===== config.mk =====
export PLATFORM = sky130hd
export DESIGN_NAME = config_chain_loader
export DESIGN_NICKNAME = d
export VERILOG_FILES = /design/src/rtl/config_loader_pkg.sv /design/src/rtl/config_chain_loader_crc16_serial.sv /design/src/rtl/config_chain_loader.sv
export SDC_FILE = /design/constraint.sdc
export NUM_CORES = 1
export LEC_CHECK = 0
export BUFFER_PORTS_ARGS = -buffer_cell sky130_fd_sc_hd__buf_2
export CAP_MARGIN = 0
export CORE_UTILIZATION = 60
export CTS_CLUSTER_SIZE = 10
export DETAILED_ROUTE_END_ITERATION = 10
export GPL_ROUTABILITY_DRIVEN = 0
export GPL_TIMING_DRIVEN = 1
export PLACE_DENSITY = 0.84
export SLEW_MARGIN = 20
export SYNTH_ARGS = -nofsm -noshare
export SYNTH_HDL_FRONTEND = slang
export SYNTH_SLANG_ARGS = --single-unit

===== constraint.sdc =====
create_clock -name config_clk -period 5.42 [get_ports config_clk]
set_clock_uncertainty 0.15 [all_clocks]
set_input_delay 1.084 -clock config_clk [delete_from_list [all_inputs] [get_ports config_clk]]
set_output_delay 1.084 -clock config_clk [all_outputs]
set_load 0.02 [all_outputs]

===== src/rtl/config_loader_pkg.sv =====
// Shared types and constants for the config-chain loader: FSM encoding,
// CRC-16-CCITT constants and a constant-evaluable ceil(log2) helper.
package config_loader_pkg;

    typedef enum logic [1:0] {
        ST_IDLE   = 2'd0,
        ST_LOAD   = 2'd1,
        ST_VERIFY = 2'd2,
        ST_DONE   = 2'd3
    } state_e;

    localparam logic [15:0] CRC16_POLY = 16'h1021;
    localparam logic [15:0] CRC16_INIT = 16'hFFFF;

    function automatic int clog2(input int value);
        int result;
        result = 0;
        for (int v = value - 1; v > 0; v = v >> 1) begin
            result++;
        end
        return result;
    endfunction

endpackage


===== src/rtl/config_chain_loader_crc16_serial.sv =====
// Bit-serial CRC-16-CCITT (poly 0x1021, init 0xFFFF), one bit per enabled cycle.
// clr has priority over en and restores the init value.
module crc16_serial
    import config_loader_pkg::*;
(
    input  logic        clk,
    input  logic        rst_n,
    input  logic        clr,
    input  logic        en,
    input  logic        bit_in,
    output logic [15:0] crc
);

    logic [15:0] crc_q, crc_d;
    logic        feedback;

    assign feedback = crc_q[15] ^ bit_in;

    always_comb begin
        crc_d = crc_q;
        if (clr) begin
            crc_d = CRC16_INIT;
        end else if (en) begin
            crc_d = {crc_q[14:0], 1'b0} ^ (feedback ? CRC16_POLY : 16'h0000);
        end
    end

    always_ff @(posedge clk or negedge rst_n) begin
        if (!rst_n) begin
            crc_q <= CRC16_INIT;
        end else begin
            crc_q <= crc_d;
        end
    end

    assign crc = crc_q;

endmodule


===== src/rtl/config_chain_loader.sv =====
// Serialises bitstream words LSB-first into the head of the config shift chain.
// Optional readback/CRC check of the chain is built when CONFIG_CHAIN_READBACK_EN is defined.
module config_chain_loader
    import config_loader_pkg::*;
#(
    parameter int WORD_W    = 32,
    parameter int CHAIN_LEN = 1024,
    parameter int CNT_W     = clog2(CHAIN_LEN + 1)
) (
    input  logic              config_clk,
    input  logic              config_reset,
    input  logic              start,
    input  logic [WORD_W-1:0] s_data,
    input  logic              s_valid,
    output logic              s_ready,
    output logic              chain_out,
    output logic              chain_shift_en,
    input  logic              chain_in,
    output logic              busy,
    output logic              done,
    output logic              err,
    output state_e            dbg_state
);

    localparam int                PEND_W    = clog2(WORD_W + 1);
    localparam logic [CNT_W-1:0]  LAST_BIT  = CNT_W'(CHAIN_LEN - 1);
    localparam logic [PEND_W-1:0] FULL_WORD = PEND_W'(WORD_W);

    // s_valid/s_ready: a word transfers on any cycle where both are high at the clock edge.
    state_e             state_q, state_d;
    logic [WORD_W-1:0]  data_q, data_d;
    logic [PEND_W-1:0]  pend_q, pend_d;
    logic [CNT_W-1:0]   cnt_q, cnt_d;
    logic               out_q, out_d;
    logic               shift_en_q, shift_en_d;
    logic               fin_q, fin_d;
    logic               done_q, done_d;
    logic               start_acc, load_shift, last_load, verify_last, accept;

    assign start_acc   = start && (state_q == ST_IDLE || state_q == ST_DONE);
    assign load_shift  = (state_q == ST_LOAD) && (pend_q != '0);
    assign last_load   = load_shift && (cnt_q == LAST_BIT);
    assign verify_last = (state_q == ST_VERIFY) && (cnt_q == LAST_BIT);
    assign accept      = s_valid && s_ready;

    always_ff @(posedge config_clk or negedge config_reset) begin
        if (!config_reset) begin
            state_q <= ST_IDLE;
        end else begin
            state_q <= state_d;
        end
    end

    always_comb begin
        state_d = state_q;
        unique case (state_q)
            ST_IDLE, ST_DONE: if (start) state_d = ST_LOAD;
`ifdef CONFIG_CHAIN_READBACK_EN
            ST_LOAD:          if (last_load) state_d = ST_VERIFY;
`else
            ST_LOAD:          if (last_load) state_d = ST_DONE;
`endif
            ST_VERIFY:        if (verify_last) state_d = ST_DONE;
            default:          state_d = ST_IDLE;
        endcase
    end

    // Taking a new word while the last pending bit leaves keeps the stream bubble-free.
    always_comb begin
        s_ready   = (state_q == ST_LOAD) && (pend_q <= PEND_W'(1));
        busy      = (state_q == ST_LOAD) || (state_q == ST_VERIFY);
        dbg_state = state_q;
    end

    always_comb begin
        data_d     = data_q;
        pend_d     = pend_q;
        cnt_d      = cnt_q;
        out_d      = out_q;
        shift_en_d = 1'b0;
        fin_d      = 1'b0;
        done_d     = done_q | fin_q;
        if (start_acc) begin
            pend_d = '0;
            cnt_d  = '0;
            done_d = 1'b0;
        end
        if (load_shift) begin
            shift_en_d = 1'b1;
            out_d      = data_q[0];
            data_d     = data_q >> 1;
            pend_d     = pend_q - 1'b1;
            cnt_d      = cnt_q + 1'b1;
        end
        if (accept) begin
            data_d = s_data;
            pend_d = FULL_WORD;
        end
        // Bits of the final word beyond the chain length are dropped here.
        if (last_load) begin
            pend_d = '0;
`ifdef CONFIG_CHAIN_READBACK_EN
            cnt_d  = '0;
`else
            fin_d  = 1'b1;
`endif
        end
`ifdef CONFIG_CHAIN_READBACK_EN
        if (state_q == ST_VERIFY) begin
            shift_en_d = 1'b1;
            cnt_d      = verify_last ? '0 : cnt_q + 1'b1;
            fin_d      = verify_last;
        end
`endif
    end

    always_ff @(posedge config_clk or negedge config_reset) begin
        if (!config_reset) begin
            data_q     <= '0;
            pend_q     <= '0;
            cnt_q      <= '0;
            out_q      <= 1'b0;
            shift_en_q <= 1'b0;
            fin_q      <= 1'b0;
            done_q     <= 1'b0;
        end else begin
            data_q     <= data_d;
            pend_q     <= pend_d;
            cnt_q      <= cnt_d;
            out_q      <= out_d;
            shift_en_q <= shift_en_d;
            fin_q      <= fin_d;
            done_q     <= done_d;
        end
    end

    assign chain_shift_en = shift_en_q;
    assign done           = done_q;

`ifdef CONFIG_CHAIN_READBACK_EN
    logic        rb_q, chk_q, err_q;
    logic [15:0] crc_load, crc_rb;
    logic        mismatch;

    crc16_serial u_crc_load (
        .clk    (config_clk),
        .rst_n  (config_reset),
        .clr    (start_acc),
        .en     (load_shift),
        .bit_in (data_q[0]),
        .crc    (crc_load)
    );

    crc16_serial u_crc_rb (
        .clk    (config_clk),
        .rst_n  (config_reset),
        .clr    (start_acc),
        .en     (rb_q),
        .bit_in (chain_in),
        .crc    (crc_rb)
    );

    assign mismatch = crc_load != crc_rb;

    always_ff @(posedge config_clk or negedge config_reset) begin
        if (!config_reset) begin
            rb_q  <= 1'b0;
            chk_q <= 1'b0;
            err_q <= 1'b0;
        end else begin
            rb_q  <= (state_q == ST_VERIFY);
            chk_q <= fin_q;
            err_q <= start_acc ? 1'b0 : (err_q | (chk_q & mismatch));
        end
    end

    // A registered recirculation loop would hold CHAIN_LEN+1 bits and rotate the
    // content, so during readback the chain's own output flop feeds its input directly.
    assign chain_out = rb_q ? chain_in : out_q;
    assign err       = err_q | (chk_q & mismatch);
`else
    logic unused_chain_in;

    assign unused_chain_in = chain_in;
    assign chain_out       = out_q;
    assign err             = 1'b0;
`endif

endmodule


## Word level (Yosys, flattened, before mapping)

Cells that the tools add are included.

| word-level totals | value |
|---|---|
| output and inout port bits | 8 |
| flip-flop bits (word level) | 55 |
| word-level logic and storage cells | 49 |
| input bits | 37 |

| operators by class | value |
|---|---|
| bitwise gates (word level) | 1 |
| reductions and logical operators | 15 |
| magnitude comparators | 1 |
| equality and inequality tests | 7 |
| add/sub/neg operators | 2 |
| mux-type cells | 15 |

Operators by type and width:

| operator | count |
|---|---|
| 2-to-1 mux 32 bit | 2 |
| 2-to-1 mux 6 bit | 4 |
| 2-to-1 mux 11 bit | 2 |
| adder 11 x 1 -> 11 bit, second input constant | 1 |
| equality test 11 x 10 -> 1 bit, second input constant | 1 |
| less-or-equal comparator 6 x 1 -> 1 bit, second input constant | 1 |
| logical AND 1 bit | 6 |
| 2-to-1 mux 2 bit | 3 |
| inequality test 2 bit, second input constant | 3 |
| case mux 2 bit (3 select lines) | 1 |
| nonzero test 6 bit | 1 |
| subtractor 6 x 1 -> 6 bit, second input constant | 1 |
| equality test 2 bit, second input constant | 2 |
| nonzero test 2 bit | 2 |
| nonzero test 4 bit | 1 |
| 2-to-1 mux 1 bit | 3 |
| AND reduction 3 bit | 1 |
| equality test 2 x 1 -> 1 bit, second input constant | 1 |
| zero test 2 bit | 1 |
| logical OR 1 bit | 2 |
| OR reduction 2 bit | 1 |
| OR 1 bit | 1 |

## Logic depth before layout (Yosys ltp)

Gate-level depths: netlist (run 1).

| depth | value |
|---|---|
| word-level depth | 7 |
| mapped depth | 9 |
| mapped depth without buffers | 7 |

## Least setup slack after synthesis (run 1)

OpenSTA, ideal clock, no wires.

| timing | value |
|---|---|
| path kind | register to output |
| start | register state_q[1] (netlist: dbg_state[1]) |
| end | output port s_ready |
| path buffers | 1 |
| data required time | 4186 ps |
| arrival time | 1569 ps |
| stages on the path, launching flop included | 6 |
| slack | 2617 ps |
| cells stage by stage | dfrtp_1 inv_1 ha_1 clkbuf_1 nand2b_1 nor3_1 |

| on the way | value |
|---|---|
| cells in the longest elaborated chain, start to end | 2 |

Ends and longest elaborated chain:

| item | RTL line | text |
|---|---|---|
| from (decl) | config_chain_loader.sv:30 | `state_e state_q, state_d;` |
| from (signal assigned) | config_chain_loader.sv:50 | `state_q <= state_d;` |
| equality test 2 x 1 -> 1 bit | config_chain_loader.sv:70 | `s_ready = (state_q == ST_LOAD) && (pend_q <= PEND_W'(1));` |
| logical AND 1 bit | config_chain_loader.sv:70 |  |
| to (decl) | config_chain_loader.sv:15 | `output logic s_ready,` |

Every way passes these cells.

## Worst setup path after layout (run 1)

Ends and elaborated chain as after synthesis.

==> results.tsv, run 1 <==
stage	metric	value	unit
critical_path	arrival	1670	ps
clock_tree	cts-root-buf	clkbuf_8	
yosys	syn_avg_cell_area	8.75	um^2
die	initial_utilization	0.631	
sta	slew_headroom	0.478	
critical_path	worstPathCellList	inv_1 > ha_1 > nand2b_1 > nor3_1 > buf_2	
sta	tightest_slew	782	ps
clock_tree	cts_buffers	5	
cells_and_area	nFillCells	355	
sta	finalHoldViolations	0	
sta	slew_viol_final	0	
yosys	async_flop_share	1.00	
power	vdd_drop_max	0.425	mV
yosys	synth_edf_count	0	
yosys	synth_top_area_frac	0.498	
detailed_routing	vias	2269	
grt	grt_antenna_before_repair	0	
yosys	synth_xor_xnor_area_share	0.00317	
grt	grt_pass1_vias	2118	
die	die_h	69.9	um
run	drv_cap	0	
status	status	complete, no violations	
cells_and_area	drive_gt1_frac	0.167	
critical_path	worstPathMaxFanout	8	
critical_path	required	4190	ps
placed_design	dpl_cell_area	2950	um^2
clock_tree	numClockSinks	55	
detailed_routing	dr.pass1.iters	5	
sta	setup_ws	2520	ps
critical_path	critical_path.max_stage_delay	430	ps
detailed_routing	drc_errors	0	
yosys	yosys.area_share.adder	0.0226	
worst_hold_path	holdCritPathClass	reg2reg	
yosys	syn-cell-area	2770	um^2
yosys	muxShareOfSynthArea	0.0308	
sta	fmax	345	MHz
cells_and_area	final_cell_area	3040	um^2
yosys	synthTopCellsByArea	dfrtp_1 50%, nand2_1 10%, a31oi_1 7.2%	
yosys	synth_compound_area_frac	0.147	
sta	rsz0062_at_grt	no	
placed_design	pre_cts_ws	2610	ps
yosys	synth_top_family_by_area	simple AND/OR/NAND/NOR gates	
critical_path	path_buf_inv	2	
critical_path	worstSetupPathType	reg2out	
critical_path	end_kind	output port	
detailed_routing	routed_wl	5.25	mm
power	p_leak	1.48	nW
placed_design	dp_hpwl	3.29	mm
sta	setup_viol	0	
die	rows	24	
cells_and_area	layout.nets	389	
detailed_routing	wl_per_cell	13.1	um
sta	fin_crit_sh	0.535	
yosys	ys_seq_area_frac	0.498	
grt	grt_pass1_wl	8.96	mm
clock_tree	cts.path.max_buffers	2	
detailed_routing	drtIter0Drc	122	
yosys	synth_cells	316	
cells_and_area	syn2layout_area_growth	10.0	%
sta	tns	0	ps
yosys	ys_seq_elements	55	
sta	finalCriticalPeriod	2900	ps
grt	overflow	0	
clock_tree	post-cts-setup-buffers	0	
yosys	yosysWarnings	0	
yosys	synth_flop_cell	dfrtp_1	
cells_and_area	antennaDiodeCount	0	
die	die_w	69.9	um
critical_path	critPathLaunchType	flip-flop	
clock_tree	path_clk_slew	100	ps
clock_tree	worstSkewPairLatency	310	ps
grt	grt_max_degree	65	
yosys	ys_types	43	
critical_path	slowest_stage	dfrtp_1	
die	ios	45	
yosys	synth_simple_gate_area_frac	0.237	
clock_tree	cts-resized-gates	0	
critical_path	path_delay_family	flip-flops	
die	fp.dieArea	4890	um^2
grt	grtUsageTotal	0.228	
detailed_routing	postRouteAntennaNets	0	
clock_tree	tritoncts	yes	
detailed_routing	avgViaCountPerCell	5.67	
placed_design	numPortBuffers	42	
clock_tree	htreeDepth	2	
die	core_region_area	4380	um^2
power	p_per_area	537	nW/um^2
clock_tree	ctsHoldBuffers	0	
yosys	yosys.area.top_type	dfrtp_1	
yosys	syn-num-nets	358	
-- logic make-up after synthesis --
family / Yosys count
compound gates: 60
other cells: 1
simple gates: 152
mux: 8
fa+ha+maj: 5
xor+xnor: 1
buf+inv: 34
flops: 55
-- worst paths after layout --
check / slack (ps) / startpoint / depth (start not counted) / endpoint
setup / recovery: 2520 / dbg_state[1]$_DFFE_PN0P_ / 5 / s_ready
hold / removal: 320 / fin_q$_DFF_PN0_ / 1 / done$_DFF_PN0_
setup reg to reg: 2770 / pend_q[0]$_DFFE_PN0P_ / 7 / cnt_q[5]$_DFFE_PN0P_
hold reg to reg: 320 / fin_q$_DFF_PN0_ / 1 / done$_DFF_PN0_
max in group asynchronous: 3940 / config_reset / 2 / cnt_q[5]$_DFFE_PN0P_
min in group asynchronous: 730 / config_reset / 2 / data_q[3]$_DFFE_PN0P_
-- per-stage QoR --
| step | instances | total power (W) | hold slack [ps] | utilization |
|---|---|---|---|---|
| floorplan | 316 | 0.00126 | 289 | - |
| finish | 400 | 0.00163 | 324 | 0.694 |
| CTS | 400 | 0.00165 | 328 | 0.694 |
| global route | 400 | 0.00177 | 355 | 0.694 |
| global placement | 392 | 0.00138 | 295 | 0.672 |
| detailed placement | 392 | 0.00141 | 305 | 0.672 |
-- flip-flops by register name (all words and copies together) (netlist names) --
register / count
cnt_q: 11
done: 1
pend_q: 6
dbg_state: 2
chain_out: 1
fin_q: 1
chain_shift_en: 1
data_q: 32
-- cells in the mapped netlist, types with 2 or more instances --
master    instances
a21oi_1           4
o21ai_1           4
nor2_1           38
a31oi_1          32
mux2_1            4
dfrtp_1          55
nand2b_1          2
clkbuf_1         13
nand2_1          77
nor3_1            7
o221ai_1          2
nand3_1          13
buf_2             3
mux2i_1           4
inv_1            12
a21o_1            4
nand4_1           4
ha_1              5
and4_1            2
a21boi_1          3
or3_1             2
o211ai_1          2
buf_6             4
-- final cells by class --
type                            count  area, um^2  area share
Clock buffer                        7        86.3      0.0284
Clock inverter                      1        8.76     0.00288
Inverter                           13        48.8      0.0160
Multi-Input combinational cell    227        1220       0.403
Sequential cell                    55        1380       0.452
Tap cell                           52        65.1      0.0214
Timing Repair Buffer               45         233      0.0765
-- placed cells by master, fill, tap and decap left out, drive strengths merged, types with 2 or more instances in the layout --
cell type	instances
nor3	7
and4	2
nand4	4
a21boi	3
mux2i	4
nor2	38
or4b	2
nand2b	2
or3	2
nand3	13
nand2	77
dfrtp	55
inv	13
a21oi	4
a21o	4
o221ai	2
o21ai	6
a31oi	32
o211ai	2
ha	5
buf	45
mux2	4
clkbuf	7
-- power by group --
group / switching [W] / leakage (nW) / internal [W]
combinational: 0.000445 / 0.733 / 0.000279
clock: 0.000134 / 0.0484 / 0.000105
sequential: 0.000100 / 0.701 / 0.000572
-- layer usage --
layer | vias up | track usage | share of wire
met5 | - | 0 | 0
met1 | 1090 | 0.295 | 0.48
met3 | 6 | 0.0361 | 0.027
li1 | 1139 | - | -
met4 | 0 | 0.0867 | 0.011
met2 | 34 | 0.385 | 0.49
(Power assumes the default switching activity.)
==> run 2, diff against run 1 <==
Settings changed: CORE_UTILIZATION 60 to 56, PLACE_DENSITY 0.84 to 0.79.
Clock period 5.42 ns to 2.8 ns, I/O delays scaled along.
==> run 2 against run 1 <==
- sequential share of layout area fell by 1.3 points
- hold slack got worse by 110 ps
- utilization fell by 3.0 points
- design area rose by 3.0%
- global-route usage rose by 0.13 points
- first-iteration DRC count rose by 28%
- register-to-register slack got worse by 2500 ps
- via count rose by 0.31%
- flip-flop and latch count did not move
- combinational power rose by 100%
- largest cell class unchanged
==> results.tsv, run 2 (synthesized netlist as in run 1, its figures left out) <==
stage	metric	value	unit	change
status	status	complete, no violations		
placed_design	numPortBuffers	42		unchanged
critical_path	critical_path.max_stage_delay	530	ps	+100 ps
clock_tree	cts.path.max_buffers	2		unchanged
detailed_routing	dr.pass1.iters	4		-1
power	total_power	0.00339	W	+110%
grt	grt_max_degree	69		+6.2%
cells_and_area	final_cell_mix	77 x nand2_1, 55 x dfrtp_1, 42 x buf_2		
cells_and_area	antennaDiodeCount	0		unchanged
die	initial_utilization	0.586		-0.0453
critical_path	critPathLaunchType	flip-flop		
power	p_leak	1.52	nW	+2.2%
clock_tree	post-cts-setup-buffers	0		unchanged
grt	grt_pass1_wl	9.37	mm	+4.5%
critical_path	worstSetupPathType	reg2reg		
critical_path	end_kind	flip-flop		
cells_and_area	top_register	data_q		
cells_and_area	post-route-util	0.664		-0.0302
sta	fin_crit_sh	0.920		
sta	setup_viol	0		unchanged
detailed_routing	vias	2276		+0.31%
sta	slew_viol_final	0		unchanged
die	core_region_area	4720	um^2	+7.7%
grt	overflow	0		unchanged
run	drv_cap	0		unchanged
cells_and_area	fin_cells	416		+4.0%
critical_path	reg2reg_from	pend_q[0]$_DFFE_PN0P_		
grt	grt_antenna_before_repair	0		unchanged
die	die_h	72.3	um	+3.4%
grt	grt_pass1_vias	2154		+1.7%
die	die_w	72.3	um	+3.4%
sta	fmax	388	MHz	
detailed_routing	routed_wl	5.50	mm	+4.7%
placed_design	dp_hpwl	3.44	mm	+4.4%
critical_path	worstPathCellList	inv_1 > ha_1 > or4b_4 > o21ai_4 > inv_2 > mux2_1 > a21o_1		
critical_path	arrival	2630	ps	+960 ps
clock_tree	cts_buffers	5		unchanged
cells_and_area	final_common_cell	nand2_1		
power	p_per_area	1080	nW/um^2	+100%
critical_path	required	2850	ps	-1340 ps
placed_design	pre_cts_ws	231	ps	-2380 ps
detailed_routing	drtIter0Drc	156		+28%
critical_path	critPathLaunch	pend_q[0]$_DFFE_PN0P_		
cells_and_area	top_regs	data_q (32), cnt_q (11), pend_q (6)		
die	ios	45		unchanged
sta	tns	0	ps	unchanged
die	fp.dieArea	5230	um^2	+6.9%
detailed_routing	drc_errors	0		unchanged
clock_tree	cts-resized-gates	0		unchanged
sta	rsz0062_at_grt	no		
clock_tree	htreeDepth	2		unchanged
cells_and_area	syn2layout_area_growth	13.3	%	
sta	setup_ws	223	ps	-2300 ps
clock_tree	numClockSinks	55		unchanged
sta	finalHoldViolations	0		unchanged
detailed_routing	wl_per_cell	13.2	um	+0.66%
clock_tree	ctsHoldBuffers	0		unchanged
clock_tree	tritoncts	yes		
die	rows	25		+4.2%
grt	grtUsageTotal	0.229		+0.00129
sta	slew_headroom	0.536		+0.0583
cells_and_area	largest_reg_flops	32		unchanged
sta	tightest_slew	696	ps	-86.3 ps
critical_path	slowest_stage	or4b_4		
clock_tree	path_clk_slew	100	ps	about the same
placed_design	dp_cells	408		+4.1%
cells_and_area	drive_gt1_frac	0.172		+0.00525
sta	finalCriticalPeriod	2580	ps	
detailed_routing	postRouteAntennaNets	0		unchanged
detailed_routing	avgViaCountPerCell	5.47		-3.5%
clock_tree	cts-root-buf	clkbuf_8		
worst_hold_path	holdCritPathClass	in2async		
power	vdd_drop_max	0.563	mV	+32%
cells_and_area	layout.nets	390		+0.26%
critical_path	worstPathMaxFanout	28		+20
clock_tree	worstSkewPairLatency	310	ps	about the same
[run 2: cell types whose count changed in the layout (fill, tap and decap cells not counted), sizes merged]
cell / change
buf: +1
bufinv: +2
clkbuf: -2
clkinv: -1
clkinvlp: +1
[run 2: final cells by class]
cell class                 instances  area [um^2]
fill                             405         1590
sequential                        55         1380
multi-input combinational        227         1220
timing repair buffer              46          265
tap                               67         83.8
clock buffer                       5         68.8
clock inverter                     3         67.6
inverter                          13         48.8
[run 2: through the flow]
step                hold WS, ps  cell area [um^2]
floorplan                   114              2770
global placement            294              3000
detailed placement          304              3000
CTS                         243              3140
global route                257              3140
finish                      210              3140
[run 2: report_power, final]
part / internal [W] / switching, W
sequential: 0.00111 / 0.000193
combinational: 0.000586 / 0.000885
clock: 0.000357 / 0.000264
total: 0.00205 / 0.00134
[run 2: routing by layer]
layer	global-route usage	up-vias	part of all wire
met1	0.299	1088	0.48
met4	0.0479	0	0.0071
li1	-	1141	-
met2	0.389	42	0.47
met3	0.0556	5	0.039
met5	0	-	0
[run 2: critical path, delay by kind of cell, from the launching register on]
| kind | cells | cell delay [ps] |
|---|---|---|
| fa+ha+maj | 1 | 270 |
| buf+inv | 2 | 330 |
| mux | 1 | 380 |
| simple gates | 1 | 530 |
| flops | 1 | 440 |
| compound gates | 2 | 360 |
[run 2: final timing paths]
path | slack (ps) | cells after the start | to
worst min register to register | 330 | 1 | done$_DFF_PN0_
worst max register to register | 220 | 7 | cnt_q[3]$_DFFE_PN0P_
worst max-delay path | 220 | 7 | cnt_q[3]$_DFFE_PN0P_
worst min-delay path | 210 | 2 | data_q[3]$_DFFE_PN0P_
max in group asynchronous | 1820 | 2 | cnt_q[4]$_DFFE_PN0P_
min in group config_clk | 330 | 1 | done$_DFF_PN0_
